### config.mk
export PLATFORM = sky130hd
export DESIGN_NAME = spm_operand_serializer
export DESIGN_NICKNAME = d
export VERILOG_FILES = /design/src/rtl/spm_pkg.sv /design/src/rtl/spm_bit_counter.sv /design/src/rtl/spm_operand_serializer.sv
export SDC_FILE = /design/constraint.sdc
export NUM_CORES = 1
export LEC_CHECK = 0
export CAP_MARGIN = 25
export CORE_UTILIZATION = 40
export DETAILED_ROUTE_END_ITERATION = 16
export PLACE_DENSITY = 0.76
export SLEW_MARGIN = 20
export SYNTH_ARGS = -nofsm -noshare
export SYNTH_HDL_FRONTEND = slang
export SYNTH_SLANG_ARGS = --single-unit
### constraint.sdc
create_clock -name clk -period 3.6 [get_ports clk]
set_input_delay 1.08 -clock clk [delete_from_list [all_inputs] [get_ports clk]]
set_output_delay 1.08 -clock clk [all_outputs]
set_load 0.01 [all_outputs]
### src/rtl/spm_pkg.sv
// Shared definitions for the SPM operand serializer: default widths, FSM state type
// and the index of the last bit in a 2N-bit stream.
package spm_pkg;

    localparam int N_DEF    = 8;
    localparam int CW_DEF   = 4;
    localparam int LAST_IDX = 2 * N_DEF - 1;

    typedef enum logic {
        IDLE  = 1'b0,
        SHIFT = 1'b1
    } state_t;

endpackage

### src/rtl/spm_bit_counter.sv
// Mod-(LAST+1) up-counter for the serial bit index; clear wins over count-enable,
// and terminal flags the final index of a stream.
module spm_bit_counter #(
    parameter int CW   = 4,
    parameter int LAST = 15
) (
    input  logic          clk,
    input  logic          reset,
    input  logic          en,
    input  logic          clear,
    output logic [CW-1:0] count,
    output logic          terminal
);

    assign terminal = (count == CW'(LAST));

    always_ff @(posedge clk) begin
        if (!reset) begin
            count <= '0;
        end else if (clear) begin
            count <= '0;
        end else if (en) begin
            count <= terminal ? '0 : count + 1'b1;
        end
    end

endmodule

### src/rtl/spm_operand_serializer.sv
// Operand front-end for the signed serial-parallel multiplier: streams the multiplier
// LSB-first sign-extended to 2N bits. Optional stall input under `SPM_SER_STALL_EN.
module spm_operand_serializer
    import spm_pkg::*;
#(
    parameter int N  = N_DEF,
    parameter int CW = CW_DEF
) (
    input  logic          clk,
    input  logic          reset,
`ifdef SPM_SER_STALL_EN
    input  logic          stall,
`endif
    input  logic          in_valid,
    output logic          in_ready,
    input  logic [N-1:0]  in_mplier,
    input  logic [N-1:0]  in_mcand,
    output logic [N-1:0]  mcand_q,
    output logic          ser_bit,
    output logic          ser_valid,
    output logic          ser_first,
    output logic          ser_last,
    output logic [CW-1:0] bit_idx,
    output logic          busy
);

    localparam int LAST = 2 * N - 1;

    state_t         state, state_nx;
    logic [N-1:0]   shreg;
    logic           stall_w;
    logic           shifting;
    logic           terminal;
    logic           accept;

`ifdef SPM_SER_STALL_EN
    assign stall_w = stall;
`else
    assign stall_w = 1'b0;
`endif

    // A stalled SHIFT cycle is invisible downstream: nothing advances or is flagged.
    assign shifting  = (state == SHIFT) && !stall_w;
    assign ser_valid = shifting;
    assign ser_first = shifting && (bit_idx == '0);
    assign ser_last  = shifting && terminal;
    assign ser_bit   = (state == SHIFT) ? shreg[0] : 1'b0;
    assign busy      = (state == SHIFT);
    assign in_ready  = (state == IDLE) || ser_last;
    assign accept    = in_valid && in_ready;

    spm_bit_counter #(
        .CW   (CW),
        .LAST (LAST)
    ) u_bit_counter (
        .clk      (clk),
        .reset    (reset),
        .en       (shifting),
        .clear    (accept),
        .count    (bit_idx),
        .terminal (terminal)
    );

    always_comb begin
        // NOTE: next-state gets a default before the case so no path leaves it unassigned (no latch).
        state_nx = state;
        case (state)
            IDLE:    if (accept) state_nx = SHIFT;
            SHIFT:   if (ser_last && !accept) state_nx = IDLE;
            default: state_nx = IDLE;
        endcase
    end

    always_ff @(posedge clk) begin
        // NOTE: registers use non-blocking assignment so every flop samples pre-edge values.
        if (!reset) begin
            state   <= IDLE;
            shreg   <= '0;
            mcand_q <= '0;
        end else begin
            state <= state_nx;
            if (accept) begin
                shreg   <= in_mplier;
                mcand_q <= in_mcand;
            end else if (shifting) begin
                shreg <= {shreg[N-1], shreg[N-1:1]};
            end
        end
    end

endmodule

==> flow_summary.json <==
{
  "irDropWorstVdd_uv": 230.4,
  "cts_inserted_buffers": 3,
  "hp-class": "reg -> reg",
  "drive_gt1_share_pct": 7.237,
  "hold_ws_ps": 469.1,
  "stdcell_area_um2": 1393,
  "swShare_pct": 26.56,
  "synth.yosys.seq_area_share_pct": 41.58,
  "dieHeight_um": 52.28,
  "cts_num_sinks": 21,
  "yosys_warnings": 0,
  "grt_usage_pct": 20.32,
  "setup_violations": 0,
  "antenna_cells": 0,
  "period_minus_slack_ps": 3351,
  "wl_met1_um": 1180,
  "min_from": "shreg[7]",
  "layout_setup_ws_ps": 249.3,
  "startpoint_type": "flop",
  "routed_wl_um": 2669,
  "crit_type": "reg -> out",
  "syn_avg_cell_area_um2": 8.425,
  "clk_latency_ps": 300,
  "hold_violations": 0,
  "cp_slowest_cell": "clkdlybuf4s50_1",
  "cts-root-buf": "clkbuf_4",
  "start_util_pct": 44.01,
  "synth-edff-count": 0,
  "end_kind": "output port",
  "rows": 17,
  "io_pins": 37,
  "grt_max_degree": 18,
  "power_frac_comb_pct": 20.5,
  "rr_worst_depth": 5,
  "run_status": "complete, no violations",
  "detail-route-antenna-nets": 0,
  "placed_area_um2": 1366,
  "dpl.hpwl_um": 1813,
  "finalMaxSlewViolations": 0,
  "critPathArrivalTime_ps": 2270,
  "synth_cell_type_count": 31,
  "power_density_nw_per_um2": 335.2,
  "grt-ovfl-total": 0,
  "die-area_um2": 2733,
  "dr.pass1.iters": 4,
  "via_count": 1037,
  "cts_tree": "done",
  "antenna_found_initial": 0,
  "worst_clock_skew_ps": 6.123,
  "met2_length_um": 1337,
  "syn_nets": 141,
  "hold_depth": 2,
  "r2r_slack_ps": 1880,
  "fin_tns_setup_ps": 0,
  "met3_length_um": 123,
  "crit_chain": "inv_1, nor4b_1, clkdlybuf4s50_1",
  "clockPowerShare_pct": 24.2,
  "ys_async_sr_fraction_pct": 0,
  "p_int_w": 0.0003428,
  "hold_end": "shreg[7]",
  "routedWlPerCell_um": 14.83,
  "reg2reg_to": "shreg[2]",
  "crit_required_ps": 2520,
  "die_w_um": 52.28,
  "nFillCells": 224,
  "layout.cells.most_common": "clkdlybuf4s50_1",
  "cts.path.max_buffers": 2,
  "synth-seq-cells": 21,
  "finalCritPeriodShare_pct": 93.07,
  "crit_fanout": 13,
  "via_per_inst": 5.761,
  "area_delta_synth_final_pct": 37.75,
  "seq_power_share_pct": 55.3,
  "regToRegStartpoint": "u_bit_counter.count[0]",
  "drc": 0,
  "clk_pin_slew_ps": 120,
  "top_layer": "met4",
  "grt_pass1_vias": 970,
  "cts_post_setup_buffers_inserted": 0,
  "place_ws_ps": 625.0,
  "critPathMaxStageDelay_ps": 610,
  "fmax_mhz": 298.4,
  "nNetsFinal": 174,
  "total_power_w": 0.0004668,
  "worst_pin_slew_ps": 430.4,
  "htree_levels": 1,
  "p_leak_nw": 0.4886,
  "critPathTopFamily": "buffers and inverters",
  "path_buf_inv": 2,
  "relSlewSlack_pct": 71.11,
  "mostFrequentLayoutCells": "36 x clkdlybuf4s50_1, 21 x dfxtp_1, 13 x a21oi_1, 12 x a211oi_1, 10 x o211ai_1",
  "synth_area_um2": 1011,
  "drtIter0Drc": 27,
  "port-buffer-count": 36,
  "coreArea_um2": 2297,
  "postCtsHoldBufs": 0,
  "rsz0062_at_grt": "no",
  "yosys_most_used_dff": "dfxtp_1",
  "grt_pass1_wl_um": 4140,
  "p_switching_w": 0.0001240,
  "netlist_instances": 120,
  "place_congestion": 0.7376,
  "cap_violations": 0,
  "post_cts_resized": 0
}
[tightest hold or removal path, stage by stage, from the launching register on]
cell and delay [ps]:
dfxtp_1 320, nand3_2 60, a21oi_1 50
[worst max path at each step]
stage | startpoint | depth (start not counted) | end
after detailed placement | busy | 3 | ser_first
after CTS | busy | 3 | ser_first
final | busy | 3 | ser_first
after floorplan | busy | 4 | ser_first
after global routing | busy | 3 | ser_first
after global placement | busy | 3 | ser_first
[state kept, by name, indices dropped and copies added, names as in the netlist]
register	count
mcand_q	8
shreg	8
busy	1
u_bit_counter.count	4
[stage by stage]
step / utilization, % / std cells
floorplan: - / 120
finish: 60.62 / 180
global route: 60.62 / 180
CTS: 60.62 / 180
detailed placement: 59.48 / 176
global placement: 59.48 / 176
[cell families (layout without fill, tap and decap cells)]
family | count (synthesis) | after routing | synth area share, %
xor gates and xnor gates | 1 | 1 | 0.8665
muxes | 1 | 1 | 0.9901
DFF | 21 | 21 | 41.58
and+or+nand+nor | 32 | 32 | 16.59
adders and majority gates | 2 | 2 | 2.475
buffers and inverters | 17 | 49 | 8.786
AOI/OAI and AO/OA | 46 | 46 | 28.71
[power by group through the flow]
| stage | registers (W) | clock network, W | logic [W] |
|---|---|---|---|
| global placement | 0.000262 | 0 | 0.0000933 |
| finish | 0.000258 | 0.000113 | 0.0000957 |
| detailed placement | 0.000263 | 0 | 0.0000955 |
| global route | 0.000261 | 0.000124 | 0.000104 |
| CTS | 0.000258 | 0.000114 | 0.0000963 |
| floorplan | 0.000263 | 0 | 0.0000487 |
[layout make-up]
cell class,count,area [um^2],area share (%)
repair buffers,40,390.4,28.03
multi-input cells,82,501.7,36.03
well taps,28,35.03,2.516
flip-flops and latches,21,420.4,30.19
clock buffers,4,26.28,1.887
inverters,5,18.77,1.348
[synthesized netlist by cell type, types with 2 or more instances]
library cell / instances / area [um^2]
dfxtp_1: 21 / 420.4
a21oi_1: 13 / 65.06
a211oi_1: 12 / 90.09
o211ai_1: 10 / 75.07
nand3_1: 9 / 45.04
nor2_1: 9 / 33.78
o21ai_0: 8 / 40.04
buf_2: 4 / 20.02
inv_1: 4 / 15.01
buf_4: 3 / 22.52
clkbuf_1: 3 / 11.26
nand2_1: 3 / 11.26
ha_1: 2 / 25.02
nand2b_1: 2 / 12.51
[per-layer routing]
metal / vias up / track usage [%]
met1: 495 / 24.91
met4: 0 / 7.018
met3: 4 / 2.899
met2: 36 / 35.90
met5: - / 0
li1: 502 / -
(Power assumes the default switching activity.)
==> RTL change 1 (same flow settings) <==
Add a define of `SPM_SER_STALL_EN`.
--- a/src/rtl/spm_operand_serializer.sv
+++ b/src/rtl/spm_operand_serializer.sv
@@ -1,5 +1,7 @@
 // Operand front-end for the signed serial-parallel multiplier: streams the multiplier
 // LSB-first sign-extended to 2N bits. Optional stall input under `SPM_SER_STALL_EN.
+`define SPM_SER_STALL_EN
+
 module spm_operand_serializer
     import spm_pkg::*;
 #(
Ports: changed (added stall); port bits go from 37 to 38. The function was not compared with the original's and may differ.
==> RTL change 1 against the unedited design <==
  * Count of clock-buffer cells in the layout down 1
  * Synthesized area shrank 7.5%
  * Setup slack got worse by 0.13 ns
  * Fmax down 3.8%
  * Total power fell by 2.6%
  * Routed wire length is 29% lower
  * Clock skew is 0.0053 ns higher
  * Final cell count fell by 1.7%
  * Cell area down 2.7%
  * Sequential cell count unchanged
  * Combinational power decreased by 8.5%
  * Largest cell class unchanged
  * Largest power group unchanged
  * Highest routed layer is now met3
==> RTL change 1: results (changes against the unedited design) <==
<table>
<tr><th>Metric</th><th>Value</th></tr>
<tr><th colspan="2">Outcome</th></tr>
<tr><td>Status</td><td>finished clean</td></tr>
<tr><th colspan="2">Worst hold path</th></tr>
<tr><td>End point of the most critical hold path</td><td>mcand_q[3]</td></tr>
<tr><td>Beginning of the worst hold path</td><td>mcand_q[3]</td></tr>
<tr><th colspan="2">STA</th></tr>
<tr><td>Setup skew after layout</td><td>0.0114 ns (+0.00530 ns)</td></tr>
<tr><td>Slew at the pin closest to its max-slew limit</td><td>0.513 ns (+0.0831 ns)</td></tr>
<tr><td>Worst hold slack after final layout</td><td>0.461 ns (-0.00815 ns)</td></tr>
<tr><td>Setup TNS Final</td><td>0 ns (unchanged)</td></tr>
<tr><td>Crit path setup slack, layout</td><td>0.116 ns (-0.133 ns)</td></tr>
<tr><th colspan="2">Global routing</th></tr>
<tr><td>Via count of the first global-routing pass</td><td>769 (-21%)</td></tr>
<tr><td>GR Util All Layers</td><td>0.171 (-0.0326)</td></tr>
<tr><td>Pin count of the biggest net entering global routing</td><td>25 (+7)</td></tr>
<tr><td>First-pass GRT wire length</td><td>3.30 mm (-20%)</td></tr>
<tr><th colspan="2">Placed design</th></tr>
<tr><td>DPL Wire Length</td><td>1.41 mm (-22%)</td></tr>
<tr><td>Post-detailed-placement cell area</td><td>1330 um^2 (-2.7%)</td></tr>
<tr><td>Setup WS pre-CTS</td><td>-0.0309 ns (-0.656 ns)</td></tr>
<tr><td>Count of input and output buffers</td><td>37 (+2.8%)</td></tr>
<tr><td>Gp weighted congestion</td><td>0.832 (+13%)</td></tr>
<tr><th colspan="2">Final layout</th></tr>
<tr><td>Filler cells</td><td>207 (-7.6%)</td></tr>
<tr><td>Footprint of the multi-input gates</td><td>467 um^2 (-7.0%)</td></tr>
<tr><td>Final std cells w/o fill</td><td>177 (-1.7%)</td></tr>
<tr><td>Share of layout cells above drive strength 1</td><td>0.128 (+0.0551)</td></tr>
<tr><td>Total Nets Final</td><td>172 (-1.1%)</td></tr>
<tr><th colspan="2">Critical path</th></tr>
<tr><td>Critical path arrival</td><td>2.40 ns (+0.13 ns)</td></tr>
<tr><td>Critical R2R Launch</td><td>u_bit_counter.count[0]</td></tr>
<tr><td>Critical path capture point</td><td>ser_valid</td></tr>
<tr><td>FF-to-FF End</td><td>u_bit_counter.count[0]</td></tr>
<tr><th colspan="2">Pwr</th></tr>
<tr><td>Leakage power total</td><td>0.520 nW (+6.5%)</td></tr>
<tr><td>VDD IR-drop max</td><td>314 uV (+36%)</td></tr>
<tr><th colspan="2">Logic synthesis</th></tr>
<tr><td>Post-synthesis net count</td><td>132 (-6.4%)</td></tr>
<tr><td>Register area share after synthesis</td><td>0.450 (+0.0340)</td></tr>
<tr><td>Commonest cells in the netlist</td><td>35 x nand2_1, 21 x dfxtp_1, 12 x nor2_1</td></tr>
<tr><th colspan="2">Route</th></tr>
<tr><td>Initial drt markers</td><td>7 (-74%)</td></tr>
<tr><td>First-pass detailed-route iteration total</td><td>3 (-1)</td></tr>
<tr><td>Via density per instance</td><td>4.74 (-18%)</td></tr>
</table>
-- RTL change 1: cell count changes after synthesis, sizes merged, moves of 2 or more --
| cell | delta |
|---|---|
| a21oi | -2 |
| a211oi | -12 |
| a311oi | +7 |
| o211ai | -10 |
| nand3 | -9 |
| o21ai | -9 |
| nor2 | +2 |
| nand2 | +32 |
| clkbuf | -3 |
| buf | -4 |
| nor3 | +2 |
-- RTL change 1: metal layers --
| layer | part of all wire | vias to the layer above | track usage |
|---|---|---|---|
| li1 | - | 443 | - |
| met1 | 0.46 | 366 | 0.208 |
| met2 | 0.45 | 30 | 0.284 |
| met3 | 0.093 | 0 | 0.0788 |
| met4 | 0 | 0 | 0.0139 |
| met5 | 0 | - | 0 |
-- RTL change 1: worst max-delay path: cells and delay by family --
kind,cells,cell delay [ns]
buf+inv,4,1.16
simple gates,1,0.16
-- RTL change 1: kinds of logic after synthesis --
group | after synthesis | share of synthesized area
AND/OR/NAND/NOR | 55 | 0.250
flip-flops | 21 | 0.450
AO/OA/AOI/OAI | 20 | 0.194
buffers and inverters | 9 | 0.0509
XOR/XNOR | 3 | 0.0281
adder cells (fa/ha/maj) | 2 | 0.0268
-- RTL change 1: final cells by class --
type	instances	area share
Clock inverter	1	0.00369
Multi-Input combinational cell	80	0.344
Inverter	4	0.0111
Timing Repair Buffer	40	0.288
Sequential cell	21	0.310
Clock buffer	3	0.0166
Tap cell	28	0.0259
-- RTL change 1: repair_timing --
item                       4_1_cts  5_1_grt
gates resized for setup          2        0
buffers inserted                 0        0
hold buffers                     0        0
setup endpoints to repair        2        0
-- RTL change 1: power by group --
part	switching, mW	internal (mW)
clock	0.0715	0.0414
combinational	0.0380	0.0496
sequential	0.00816	0.246
==> RTL change 2 (config.mk and constraints unchanged) <==
Made on the original files. Make the reset (`reset`) asynchronous in 2 clocked blocks.
--- a/src/rtl/spm_bit_counter.sv
+++ b/src/rtl/spm_bit_counter.sv
@@ -14,7 +14,7 @@
 
     assign terminal = (count == CW'(LAST));
 
-    always_ff @(posedge clk) begin
+    always_ff @(posedge clk or negedge reset) begin
         if (!reset) begin
             count <= '0;
         end else if (clear) begin
--- a/src/rtl/spm_operand_serializer.sv
+++ b/src/rtl/spm_operand_serializer.sv
@@ -71,7 +71,7 @@
         endcase
     end
 
-    always_ff @(posedge clk) begin
+    always_ff @(posedge clk or negedge reset) begin
         // NOTE: registers use non-blocking assignment so every flop samples pre-edge values.
         if (!reset) begin
             state   <= IDLE;
Behaviour: differs if reset is asserted again (counterexample within 4 cycles, from zero or initial values and one cycle with reset low); with reset held inactive, the same outputs for 10 cycles.
==> RTL change 2 against the unedited design <==
  * Synthesized cell count decreased by 38%
  * Setup slack improved by 0.37 ns
  * Register-to-register slack got worse by 0.19 ns
  * Routed wire length shrank 32%
  * Synthesized area increased by 2.6%
  * Sequential share of layout area is 6.6 points higher
  * Sequential cell count stayed put
  * Cell area grew 2.5%
  * Global-route usage shrank 5.2 points
  * Count of clock-buffer cells in the layout fell by 1
  * Utilization is 2.5 points lower
  * Fmax grew 12%
  * Critical path type unchanged
Power is not compared: it rests on default switching activity, and its combinational part moved more than twofold at a synthesized area within 25%.
==> RTL change 2: results (changes against the unedited design) <==
<table>
<tr><th>Metric</th><th>Value</th></tr>
<tr><th colspan="2">Critical path</th></tr>
<tr><td>CP startpoint</td><td>busy</td></tr>
<tr><td>Worst-path fanout max</td><td>19 (+6)</td></tr>
<tr><td>Critical R2R Launch</td><td>u_bit_counter.count[0]</td></tr>
<tr><th colspan="2">Route</th></tr>
<tr><td>Initial drt markers</td><td>16 (-41%)</td></tr>
<tr><td>Via density per instance</td><td>4.88 (-15%)</td></tr>
<tr><td>Total routed wirelength</td><td>1.81 mm (-32%)</td></tr>
<tr><th colspan="2">Global routing</th></tr>
<tr><td>Met2 capacity usage during global routing</td><td>0.241 (-0.118)</td></tr>
<tr><td>First-pass GRT wire length</td><td>3.00 mm (-28%)</td></tr>
<tr><td>Pin count of the biggest net entering global routing</td><td>22 (+4)</td></tr>
<tr><td>Global-route track usage on met1</td><td>0.191 (-0.0577)</td></tr>
<tr><td>GR Util All Layers</td><td>0.151 (-0.0523)</td></tr>
<tr><th colspan="2">Final layout</th></tr>
<tr><td>Final std cells w/o fill</td><td>142 (-21%)</td></tr>
<tr><td>Total Nets Final</td><td>134 (-23%)</td></tr>
<tr><td>Share of layout cells above drive strength 1</td><td>0.277 (+0.204)</td></tr>
<tr><td>Biggest registers after layout</td><td>mcand_q: 8 flops, shreg: 8 flops, u_bit_counter.count: 4 flops</td></tr>
<tr><th colspan="2">STA</th></tr>
<tr><td>Slew margin rel.</td><td>0.560 (-0.151)</td></tr>
<tr><td>Setup skew after layout</td><td>0.00283 ns (-0.00329 ns)</td></tr>
<tr><th colspan="2">Placed design</th></tr>
<tr><td>Number of placed instances, taps included</td><td>137 (-22%)</td></tr>
<tr><td>Post-detailed-placement cell area</td><td>1390 um^2 (+1.4%)</td></tr>
<tr><td>Setup WS pre-CTS</td><td>0.856 ns (+0.231 ns)</td></tr>
<tr><td>Gp weighted congestion</td><td>0.687 (-6.9%)</td></tr>
<tr><th colspan="2">Worst hold path</th></tr>
<tr><td>Beginning of the worst hold path</td><td>mcand_q[6]</td></tr>
<tr><th colspan="2">Pwr</th></tr>
<tr><td>Leakage power total</td><td>0.610 nW</td></tr>
<tr><th colspan="2">Logic synthesis</th></tr>
<tr><td>Leading cell types by total area after synthesis</td><td>dfrtp_1 51%, mux2_2 15%, mux2_4 13%</td></tr>
<tr><td>Post-synthesis net count</td><td>96 (-32%)</td></tr>
<tr><td>Synth unique cells</td><td>22 (-29%)</td></tr>
<tr><td>Top_reg_cell synth</td><td>dfrtp_1</td></tr>
<tr><td>Commonest cells in the netlist</td><td>21 x dfrtp_1, 14 x mux2_2, 9 x mux2_4</td></tr>
<tr><td>Post-Syn Instances</td><td>75 (-38%)</td></tr>
<tr><td>Register area share after synthesis</td><td>0.507 (+0.0908)</td></tr>
<tr><th colspan="2">Outcome</th></tr>
<tr><td>Status</td><td>finished clean</td></tr>
</table>
## RTL change 2: path summary, 6_finish.rpt
kind	slack, ns	endpoint
min in group asynchronous	1.00	busy
min	0.53	mcand_q[6]
max	0.62	ser_first
min reg2reg	0.53	mcand_q[6]
max reg2reg	1.69	shreg[5]
max in group asynchronous	2.21	u_bit_counter.count[3]
## RTL change 2: layout make-up
type                       instances  area [um^2]
tap                               30         37.5
fill                             210         1030
clock inverter                     1         5.00
timing repair buffer              37          375
clock buffer                       3         22.5
inverter                           2         7.51
sequential                        21          526
multi-input combinational         48          454
## RTL change 2: kinds of logic (layout without fill, tap and decap cells)
| kind of cell | count (synthesis) | count (layout) | synth area share |
|---|---|---|---|
| adder cells (fa/ha/maj) | 2 | 2 | 0.0241 |
| flip-flops | 21 | 21 | 0.507 |
| multiplexers | 23 | 23 | 0.282 |
| AO/OA/AOI/OAI | 8 | 8 | 0.0579 |
| buffers and inverters | 6 | 43 | 0.0555 |
| AND/OR/NAND/NOR | 15 | 15 | 0.0736 |
## RTL change 2: critical path, cell delays in order (launching register included)
cell	delay (ns)
dfrtp_1	0.78
nand2_1	0.11
nor3_1	0.15
clkdlybuf4s50_1	0.56
## RTL change 2: where the power goes
group          internal (mW)  leakage, nW  total, mW  switching [mW]
clock network         0.0414       0.0177      0.113          0.0713
logic                  0.353        0.343      0.521           0.168
registers              0.352        0.249      0.444          0.0924
## RTL change 2: per-layer routing
layer  part of all wire  routed length (um)  vias to the layer above
li1                   -                   -                      335
met1               0.45                 805                      325
met2               0.48                 872                       31
met3              0.060                 108                        2
met4              0.011                  19                        0
met5                  0                   0                        -
